--- src/rtl/riscv_pkg.sv ---
// Shared loader constants and FSM state encoding.
// Build with LOADER_CHECKSUM_EN to add the checksum states.
package riscv_pkg;

    localparam logic [31:0] NOP_INSTR = 32'h0000_0013;

`ifdef LOADER_CHECKSUM_EN
    typedef enum logic [2:0] {
        RUN        = 3'd0,
        LOAD       = 3'd1,
        WRITE      = 3'd2,
        DONE       = 3'd3,
        CSUM_LOAD  = 3'd4,
        CSUM_CHECK = 3'd5
    } loader_state_t;
`else
    typedef enum logic [2:0] {
        RUN   = 3'd0,
        LOAD  = 3'd1,
        WRITE = 3'd2,
        DONE  = 3'd3
    } loader_state_t;
`endif

endpackage

--- src/rtl/byte_word_assembler.sv ---
// Collects a stream of bytes into little-endian 32-bit words; word_done
// is a combinational pulse on the byte that completes a word.
module byte_word_assembler (
    input  logic        clk,
    input  logic        reset,
    input  logic        clear,
    input  logic        accept,
    input  logic [7:0]  byte_data,
    output logic [31:0] word,
    output logic        word_done
);

    logic [1:0] byte_cnt_reg;

    always_ff @(posedge clk or posedge reset) begin
        if (reset) begin
            byte_cnt_reg <= 2'd0;
        end else if (clear) begin
            byte_cnt_reg <= 2'd0;
        end else if (accept) begin
            byte_cnt_reg <= byte_cnt_reg + 2'd1;
        end
    end

    assign word_done = accept && (byte_cnt_reg == 2'd3);

    // One register per byte lane; lane 0 holds the first byte of the word.
    generate
        for (genvar gi = 0; gi < 4; gi++) begin : g_lane
            logic [7:0] lane_reg;

            always_ff @(posedge clk or posedge reset) begin
                if (reset) begin
                    lane_reg <= 8'd0;
                end else if (clear) begin
                    lane_reg <= 8'd0;
                end else if (accept && (byte_cnt_reg == 2'(gi))) begin
                    lane_reg <= byte_data;
                end
            end

            assign word[gi*8 +: 8] = lane_reg;
        end
    endgenerate

endmodule

--- src/rtl/program_loader_arbiter.sv ---
// Shares the program memory port between CPU fetch and a byte-stream loader.
// LOADER_CHECKSUM_EN adds a trailing checksum word and the load_error output.
module program_loader_arbiter #(
    parameter int          MEM_WORDS = 256,
    parameter logic [31:0] NOP_INSTR = riscv_pkg::NOP_INSTR
) (
    input  logic        clk,
    input  logic        reset,
    input  logic [31:0] cpu_pc,
    output logic [31:0] cpu_instr,
    output logic        cpu_stall,
    output logic        cpu_restart,
    input  logic        load_start,
    input  logic [8:0]  load_words,
    input  logic        rx_valid,
    input  logic [7:0]  rx_data,
    output logic        rx_ready,
    output logic        load_busy,
    output logic        load_done,
    output logic [31:0] mem_byte_address,
    output logic        mem_write_enable,
    output logic [31:0] mem_write_data,
    input  logic [31:0] mem_read_data
`ifdef LOADER_CHECKSUM_EN
    ,
    output logic        load_error
`endif
);

    import riscv_pkg::*;

    localparam int AW = $clog2(MEM_WORDS);
    localparam int TW = AW + 1;

    loader_state_t  state_reg, state_next;
    logic [AW-1:0]  word_cnt_reg;
    logic [TW-1:0]  target_reg;
    logic [TW-1:0]  target_next;
    logic [31:0]    req_words;
    logic           start_ok;
    logic           last_word;
    logic           accept;
    logic [31:0]    asm_word;
    logic           word_done;

    assign start_ok  = (state_reg == RUN) && load_start && (load_words != 9'd0);
    assign req_words = 32'(load_words);
    assign target_next = (req_words > 32'(MEM_WORDS)) ? TW'(MEM_WORDS) : TW'(req_words);
    assign last_word = ({1'b0, word_cnt_reg} == (target_reg - TW'(1)));

`ifdef LOADER_CHECKSUM_EN
    assign rx_ready = (state_reg == LOAD) || (state_reg == CSUM_LOAD);
`else
    assign rx_ready = (state_reg == LOAD);
`endif
    assign accept = rx_valid && rx_ready;

    byte_word_assembler u_assembler (
        .clk       (clk),
        .reset     (reset),
        .clear     (start_ok),
        .accept    (accept),
        .byte_data (rx_data),
        .word      (asm_word),
        .word_done (word_done)
    );

    always_ff @(posedge clk or posedge reset) begin
        if (reset) begin
            state_reg    <= RUN;
            word_cnt_reg <= '0;
            target_reg   <= '0;
        end else begin
            state_reg <= state_next;
            if (start_ok) begin
                word_cnt_reg <= '0;
                target_reg   <= target_next;
            end else if (state_reg == WRITE) begin
                word_cnt_reg <= word_cnt_reg + AW'(1);
            end
        end
    end

`ifdef LOADER_CHECKSUM_EN
    logic [31:0] sum_reg;
    logic        load_error_reg;

    always_ff @(posedge clk or posedge reset) begin
        if (reset) begin
            sum_reg        <= 32'd0;
            load_error_reg <= 1'b0;
        end else if (start_ok) begin
            sum_reg        <= 32'd0;
            load_error_reg <= 1'b0;
        end else if (state_reg == WRITE) begin
            sum_reg <= sum_reg + asm_word;
        end else if (state_reg == CSUM_CHECK) begin
            load_error_reg <= (asm_word != sum_reg);
        end
    end

    assign load_error = load_error_reg;
`endif

    // Outside RUN the CPU sees a stalled NOP and the port points at the load address.
    always_comb begin
        state_next       = state_reg;
        cpu_stall        = 1'b1;
        cpu_instr        = NOP_INSTR;
        cpu_restart      = 1'b0;
        load_busy        = 1'b1;
        load_done        = 1'b0;
        mem_byte_address = 32'({word_cnt_reg, 2'b00});
        mem_write_enable = 1'b0;
        mem_write_data   = asm_word;
        case (state_reg)
            RUN: begin
                cpu_stall        = 1'b0;
                cpu_instr        = mem_read_data;
                load_busy        = 1'b0;
                mem_byte_address = cpu_pc;
                if (start_ok) state_next = LOAD;
            end
            LOAD: begin
                if (word_done) state_next = WRITE;
            end
            WRITE: begin
                mem_write_enable = 1'b1;
`ifdef LOADER_CHECKSUM_EN
                state_next = last_word ? CSUM_LOAD : LOAD;
`else
                state_next = last_word ? DONE : LOAD;
`endif
            end
`ifdef LOADER_CHECKSUM_EN
            CSUM_LOAD: begin
                if (word_done) state_next = CSUM_CHECK;
            end
            CSUM_CHECK: begin
                state_next = DONE;
            end
`endif
            DONE: begin
                load_done = 1'b1;
`ifdef LOADER_CHECKSUM_EN
                cpu_restart = !load_error_reg;
`else
                cpu_restart = 1'b1;
`endif
                state_next = RUN;
            end
            default: begin
                state_next = RUN;
            end
        endcase
    end

endmodule

--- config.mk ---
export PLATFORM = sky130hd
export DESIGN_NAME = program_loader_arbiter
export DESIGN_NICKNAME = d
export VERILOG_FILES = /design/src/rtl/riscv_pkg.sv /design/src/rtl/byte_word_assembler.sv /design/src/rtl/program_loader_arbiter.sv
export SDC_FILE = /design/constraint.sdc
export NUM_CORES = 1
export LEC_CHECK = 0
export CAP_MARGIN = 30
export CORE_MARGIN = 3
export CORE_UTILIZATION = 38
export CTS_CLUSTER_DIAMETER = 40
export DETAILED_ROUTE_END_ITERATION = 8
export PLACE_DENSITY_LB_ADDON = 0.15
export SETUP_SLACK_MARGIN = 0.02
export SLEW_MARGIN = 40
export SYNTH_ARGS = -nofsm -noshare
export SYNTH_HDL_FRONTEND = slang
export SYNTH_SLANG_ARGS = --single-unit
--- constraint.sdc ---
create_clock -name clk -period 2.1 [get_ports clk]
set_input_delay 0.525 -clock clk [delete_from_list [all_inputs] [get_ports clk]]
set_output_delay 0.525 -clock clk [all_outputs]
set_load 0.05 [all_outputs]
==> results.sh, run 1 <==
export IMPL_slew_headroom_pct=64.3
export IMPL_synth_edf_count=0
export IMPL_critical_path_arrival_ns=1.53
export IMPL_floorplan_die_width_um=95.5
export IMPL_met3_usage_pct=8.68
export IMPL_pin_slew_with_the_least_headroom_to_its_limit_ns=0.535
export IMPL_worstSetupEndpoint="mem_write_data[12]"
export IMPL_unrepaired_setup_endpoints_after_global_routing="yes"
export IMPL_cts_htree_levels=2
export IMPL_drive_gt1_share_pct=28.2
export IMPL_instances_no_fill=652
export IMPL_cts_buffers_inserted=5
export IMPL_cap_viol_max_count=0
export IMPL_timing_final_crit_period_ns=2.05
export IMPL_finalWirelength_um=11300
export IMPL_tritoncts_clock_tree="built"
export IMPL_initial_antenna_violation_count=3
export IMPL_timing_critical_path_depth=1
export IMPL_dr_total_vias=3270
export IMPL_layout_filler_cells=484
export IMPL_height_of_the_chip_um=95.5
export IMPL_clk_root_buffer_cell="clkbuf_8"
export IMPL_num_rows=31
export IMPL_globalRouteTotalUtil_pct=23.6
export IMPL_bufs_and_invs_on_worst_path=1
export IMPL_worst_ep_required_time_ns=1.57
export IMPL_yosysUniqueCellTypes=34
export IMPL_top_level_ports=187
export IMPL_setup_viol=0
export IMPL_rrSetupSlack_ns=0.13
export IMPL_synth_area_um2=3040
export IMPL_place_gp_congestion=0.853
export IMPL_setup_worst_path_end_class="output pin"
export IMPL_cp_slowest_cell="clkdlybuf4s50_1"
export IMPL_initial_utilization_pct=40.4
export IMPL_synthMuxAreaShare_pct=2.96
export IMPL_drt_drc_violations_left=0
export IMPL_worst_clock_skew_ns=0.00612
export IMPL_finalHoldWorstSlack_ns=0.529
export IMPL_cp_max_fanout=2
export IMPL_place_detailed_instances=636
export IMPL_synth_yosys_warnings=0
export IMPL_synth_async_reset_ratio_pct=100
export IMPL_design_die_area_um2=9110
export IMPL_synth_avg_cell_area_um2=8.36
export IMPL_grt_start_max_net_pins=54
export IMPL_cp_top_family="buffers and inverters"
export IMPL_drt_first_iter_violations=154
export IMPL_post_synth_adder_cell_area_pct=2.47
export IMPL_timing_rr_end="state_reg[1]"
export IMPL_fmax_mhz=488
export IMPL_grt_busiest_layer="met2"
export IMPL_worstPathCellList="clkdlybuf4s50_1"
export IMPL_cts_sink_count=53
export IMPL_leakage_nw=2.57
export IMPL_fin_crit_share_pct=97.7
export IMPL_ff2ff_path_depth=5
export IMPL_detail_route_first_pass_iterations=4
export IMPL_dpl_hpwl_um=8780
export IMPL_synth_compound_area_share_pct=9.54
export IMPL_largest_register_ff_count=32
export IMPL_grt_remaining_overflow=0
export IMPL_wl_per_cell_um=17.3
export IMPL_final_max_slew_violation_count=0
export IMPL_path_class="flip-flop to output pin"
export IMPL_grtUsageMet2_pct=44.1
export IMPL_antenna_left=0
export IMPL_count_of_mapped_cells_out_of_synthesis=364
export IMPL_yosys_most_used_dff="dfrtp_1"
export IMPL_final_hold_viol_count=0
export IMPL_core_area_um2=7520
export IMPL_powerDensity_nw_per_um2=1400
export IMPL_synth_seq_area_share_pct=43.6
export IMPL_synth_top_family_by_area="simple AND/OR/NAND/NOR gates"
export IMPL_port_buffers=186
export IMPL_clk_pin_slew_ns=0.10
export IMPL_layout_overhead_on_the_synthesized_area_pct=93.3
export IMPL_first_pass_grt_wire_length_um=16300
export IMPL_cts_path_max_buffers=2
export IMPL_min_from="u_assembler.g_lane[2].lane_reg[2]"
export IMPL_worstHoldPathType="flip-flop to flip-flop"
export IMPL_startpoint_type="flip-flop"
export IMPL_synth_net_count=455
export IMPL_cpPeakStageDelay_ns=0.84
export IMPL_synthSimpleGateAreaFrac_pct=32.5
export IMPL_route_detailed_vias_per_inst=5.02
export IMPL_grt_pass1_vias=3243
export IMPL_net_count_reported_at_finish=639
export IMPL_grtUsageMet1_pct=24.6
export IMPL_setup_worst_path_start="u_assembler.g_lane[1].lane_reg[4]"
export IMPL_yosys_area_share_xor_xnor_pct=4.61
export IMPL_status="finished clean"
export IMPL_ys_seq_elements=53
export IMPL_peakVddDrop_mv=0.834
export IMPL_worstReg2RegStart="target_reg[2]"
export IMPL_insertion_delay_ns=0.31
-- stage by stage --
stage | setup TNS (ns) | total power, mW | setup slack (ns) | instance area (µm²) | utilization [%]
finish | 0 | 8.22 | 0.0488 | 5880 | 78.1
global route | -0.00688 | 8.61 | -0.00688 | 5880 | 78.1
CTS | 0 | 7.95 | 0.0360 | 5700 | 75.7
detailed placement | -0.0138 | 7.32 | -0.0138 | 5580 | 74.2
global placement | 0 | 7.19 | 0.0630 | 5580 | 74.2
floorplan | 0 | 4.91 | 0.0835 | 3050 | -
-- placed cells by master (no fill, tap or decap), types with 4 or more instances in the layout --
| cell type | Yosys | final |
|---|---|---|
| or3_1 | 4 | 4 |
| dfrtp_1 | 53 | 53 |
| nor3_1 | 4 | 4 |
| nand2b_1 | 6 | 6 |
| xor2_1 | 8 | 8 |
| xnor2_1 | 8 | 8 |
| buf_6 | 0 | 9 |
| nand3b_1 | 5 | 5 |
| o21ai_0 | 14 | 14 |
| and2_4 | 0 | 46 |
| a21oi_1 | 36 | 36 |
| clkdlybuf4s50_1 | 0 | 113 |
| inv_1 | 9 | 7 |
| mux2_2 | 8 | 8 |
| nand2_1 | 81 | 81 |
| and3_1 | 6 | 6 |
| nor2_1 | 14 | 13 |
| diode_2 | 0 | 4 |
| nand3_1 | 6 | 6 |
| clkbuf_8 | 0 | 5 |
| ha_1 | 6 | 6 |
| buf_4 | 3 | 17 |
| and2_1 | 55 | 9 |
| buf_12 | 0 | 60 |
-- cell families (layout without fill, tap and decap cells) --
family	count (synthesis)	in the layout
flip-flops	53	53
AND/OR/NAND/NOR	194	194
multiplexers	8	8
AO/OA/AOI/OAI	55	55
buffers and inverters	32	217
XOR/XNOR	16	16
adder cells (fa/ha/maj)	6	6
other	0	4
-- routing by layer --
metal	vias up	share of wire [%]
li1	1564	-
met1	1543	33
met2	153	54
met3	10	11
met4	0	2.2
met5	-	0
-- timing repair --
| action | 4_1_cts | 5_1_grt |
|---|---|---|
| setup endpoints to repair | 59 | 59 |
| gates resized for setup | 1 | 55 |
| endpoints found under the hold margin | 0 | 0 |
| cloned | 0 | 1 |
| setup buffers | 3 | 0 |
| hold buffers | 0 | 0 |
| pin swaps | 1 | 0 |
-- area by class of cell --
type                            instances  area (µm²)  area share [%]
Antenna cell                            4        10.0           0.170
Clock buffer                            5        68.8            1.17
Clock inverter                          3        21.3           0.362
Inverter                                9        33.8           0.575
Multi-Input combinational cell        279        1710            29.1
Sequential cell                        53        1330            22.6
Tap cell                               99         124            2.11
Timing Repair Buffer                  200        2590            44.0
-- synth_stat cells, types with 2 or more instances --
cell type | instances | share of area [%]
o21ai_0 | 14 | 2.3
nand3b_1 | 5 | 1.2
nand3_1 | 6 | 0.99
nand4_1 | 2 | 0.41
clkbuf_1 | 20 | 2.5
ha_1 | 6 | 2.5
dfrtp_1 | 53 | 44
nor4_1 | 2 | 0.41
and2_1 | 55 | 11
and3_1 | 6 | 1.2
mux2_2 | 8 | 3.0
xnor2_1 | 8 | 2.3
nor3_1 | 4 | 0.66
buf_4 | 3 | 0.74
or3_1 | 4 | 0.82
inv_1 | 9 | 1.1
nand2b_1 | 6 | 1.2
a21oi_1 | 36 | 5.9
o31ai_1 | 2 | 0.49
xor2_1 | 8 | 2.3
nor2_1 | 14 | 1.7
nand2_1 | 81 | 10
-- report_power, final --
part | internal (mW) | total (mW) | switching, mW
combinational | 2.59 | 6.02 | 3.43
sequential | 1.35 | 1.63 | 0.280
clock | 0.237 | 0.570 | 0.333
-- worst min-delay path by stage --
| stage | end | cells after the start |
|---|---|---|
| after global placement | u_assembler.g_lane[2].lane_reg[0] | 2 |
| final | u_assembler.g_lane[2].lane_reg[2] | 2 |
| after detailed placement | u_assembler.g_lane[2].lane_reg[1] | 2 |
| after global routing | u_assembler.g_lane[1].lane_reg[3] | 2 |
| after floorplan | target_reg[7] | 2 |
| after CTS | u_assembler.g_lane[2].lane_reg[1] | 2 |
No activity file was read; power rests on OpenSTA's default activity.
==> run 2: changes to the inputs <==
SETUP_SLACK_MARGIN = default   (was 0.02)
==> run 2 against run 1 <==
Against the previous run:
- count of clock-buffer cells in the layout unchanged
- sequential power barely moved
- combinational power decreased by 4.0%
- sequential cell count stayed put
- die area is the same
- clock power about the same
- critical path type unchanged
==> results.sh, run 2 (synthesis results as in run 1) <==
export IMPL_status="finished clean"
export IMPL_net_count_reported_at_finish=639
export IMPL_powerDensity_nw_per_um2=1390
export IMPL_slew_headroom_pct=64.0
export IMPL_drt_drc_violations_left=0
export IMPL_leakage_nw=2.50
export IMPL_first_pass_grt_wire_length_um=16300
export IMPL_worst_ep_required_time_ns=1.57
export IMPL_pre_cts_ws_ns=-0.0138
export IMPL_place_detailed_instances=636
export IMPL_startpoint_type="flip-flop"
export IMPL_route_detailed_vias_per_inst=4.94
export IMPL_core_area_um2=7520
export IMPL_largest_register_ff_count=32
export IMPL_critical_path_arrival_ns=1.54
export IMPL_mostFrequentLayoutCells="113 x clkdlybuf4s50_1, 81 x nand2_1, 60 x buf_12, 53 x dfrtp_1, 52 x and2_1"
export IMPL_drt_first_iter_violations=160
export IMPL_height_of_the_chip_um=95.5
export IMPL_dpl_hpwl_um=8780
export IMPL_timing_final_crit_period_ns=2.06
export IMPL_worstReg2RegStart="target_reg[2]"
export IMPL_worstSetupEndpoint="mem_byte_address[20]"
export IMPL_pin_slew_with_the_least_headroom_to_its_limit_ns=0.538
export IMPL_tritoncts_clock_tree="built"
export IMPL_drive_gt1_share_pct=20.2
export IMPL_cts_hold_repair_buffers=0
export IMPL_cts_sink_count=53
export IMPL_setup_worst_path_start="state_reg[0]"
export IMPL_worstHoldPathType="flip-flop to flip-flop"
export IMPL_port_buffers=186
export IMPL_antenna_left=0
export IMPL_final_hold_viol_count=0
export IMPL_cts_htree_levels=2
export IMPL_worst_clock_skew_ns=0.00601
export IMPL_path_class="flip-flop to output pin"
export IMPL_dr_total_vias=3215
export IMPL_grt_start_max_net_pins=54
export IMPL_cp_max_fanout=26
export IMPL_cts_path_max_buffers=2
export IMPL_instances_no_fill=651
export IMPL_layout_core_utilization_pct=76.5
export IMPL_finalWirelength_um=10900
export IMPL_place_gp_congestion=0.853
export IMPL_wl_per_cell_um=16.7
export IMPL_globalRouteTotalUtil_pct=23.6
export IMPL_initial_antenna_violation_count=3
export IMPL_cts_buffers_inserted=5
export IMPL_final_max_slew_violation_count=0
export IMPL_design_die_area_um2=9110
export IMPL_setup_worst_path_end_class="output pin"
export IMPL_insertion_delay_ns=0.30
export IMPL_clk_pin_slew_ns=0.10
export IMPL_finalHoldWorstSlack_ns=0.526
export IMPL_fin_crit_share_pct=98.3
export IMPL_setup_slack_ns=0.0361
export IMPL_detail_route_first_pass_iterations=4
export IMPL_final_setup_tns_ns=0
export IMPL_floorplan_die_width_um=95.5
export IMPL_ff2ff_path_depth=5
export IMPL_num_rows=31
export IMPL_grt_remaining_overflow=0
export IMPL_setup_viol=0
export IMPL_clk_root_buffer_cell="clkbuf_8"
export IMPL_layout_overhead_on_the_synthesized_area_pct=89.2
export IMPL_top_level_ports=187
export IMPL_cap_viol_max_count=0
export IMPL_grt_pass1_vias=3243
export IMPL_fmax_mhz=485
export IMPL_rrSetupSlack_ns=0.13
export IMPL_initial_utilization_pct=40.4
export IMPL_peakVddDrop_mv=0.810
export IMPL_timing_rr_end="state_reg[1]"
export IMPL_layout_cells_most_common="clkdlybuf4s50_1"
-- run 2: changes by cell type in the layout (fill, tap and decap cells not counted) --
cell     delta
and2_1     +43
buf_4       +4
buf_6       -4
inv_2       -1
and2_4     -43
diode_2     -1
inv_1       +1
-- run 2: repair_timing --
| action | CTS | global route |
|---|---|---|
| resized for setup | 0 | 8 |
| buffers inserted | 3 | 0 |
| endpoints found under the hold margin | 0 | 0 |
| pin swaps | 1 | 0 |
| endpoints found under the setup margin | 59 | 20 |
| gates cloned | 0 | 1 |
-- run 2: worst min path at each step --
stage / from / endpoint / slack, ns / depth (start not counted)
after floorplan: target_reg[7] / target_reg[7] / 0.49 / 2
after global placement: u_assembler.g_lane[2].lane_reg[0] / u_assembler.g_lane[2].lane_reg[0] / 0.51 / 2
after detailed placement: u_assembler.g_lane[2].lane_reg[1] / u_assembler.g_lane[2].lane_reg[1] / 0.52 / 2
after CTS: u_assembler.g_lane[2].lane_reg[1] / u_assembler.g_lane[2].lane_reg[1] / 0.53 / 2
after global routing: u_assembler.g_lane[1].lane_reg[3] / u_assembler.g_lane[1].lane_reg[3] / 0.56 / 2
final: u_assembler.g_lane[2].lane_reg[3] / u_assembler.g_lane[2].lane_reg[3] / 0.53 / 2
-- run 2: power by group --
| part | total (mW) | leakage (nW) | internal (mW) | switching (mW) |
|---|---|---|---|---|
| registers | 1.63 | 0.706 | 1.35 | 0.281 |
| logic | 5.78 | 1.75 | 2.41 | 3.37 |
| clock network | 0.570 | 0.0446 | 0.237 | 0.333 |
-- run 2: area by class of cell --
type                            instances  area, µm²
Antenna cell                            3       7.51
Clock inverter                          3       21.3
Inverter                                9       33.8
Clock buffer                            5       68.8
Timing Repair Buffer                  200       2570
Tap cell                               99        124
Sequential cell                        53       1330
Fill cell                             529       1770
Multi-Input combinational cell        279       1600
-- run 2: routing by layer --
layer  global-route usage, %  share of wire [%]
met1                    24.7                 33
met2                    44.1                 55
met3                    8.68                 11
met4                    6.40                1.2
met5                       0                  0
-- run 2: through the flow --
| stage | area (µm²) | power, mW |
|---|---|---|
| after global routing | 5750 | 8.38 |
| after detailed placement | 5580 | 7.32 |
| after floorplan | 3050 | 4.91 |
| after CTS | 5700 | 7.94 |
| final | 5750 | 7.98 |
| after global placement | 5580 | 7.19 |
-- run 2: worst max-delay path, stage by stage, from the launching register on --
cell	delay [ns]
dfrtp_1	0.42
nor2_4	0.13
buf_4	0.15
clkbuf_16	0.18
and2_1	0.20
buf_12	0.15
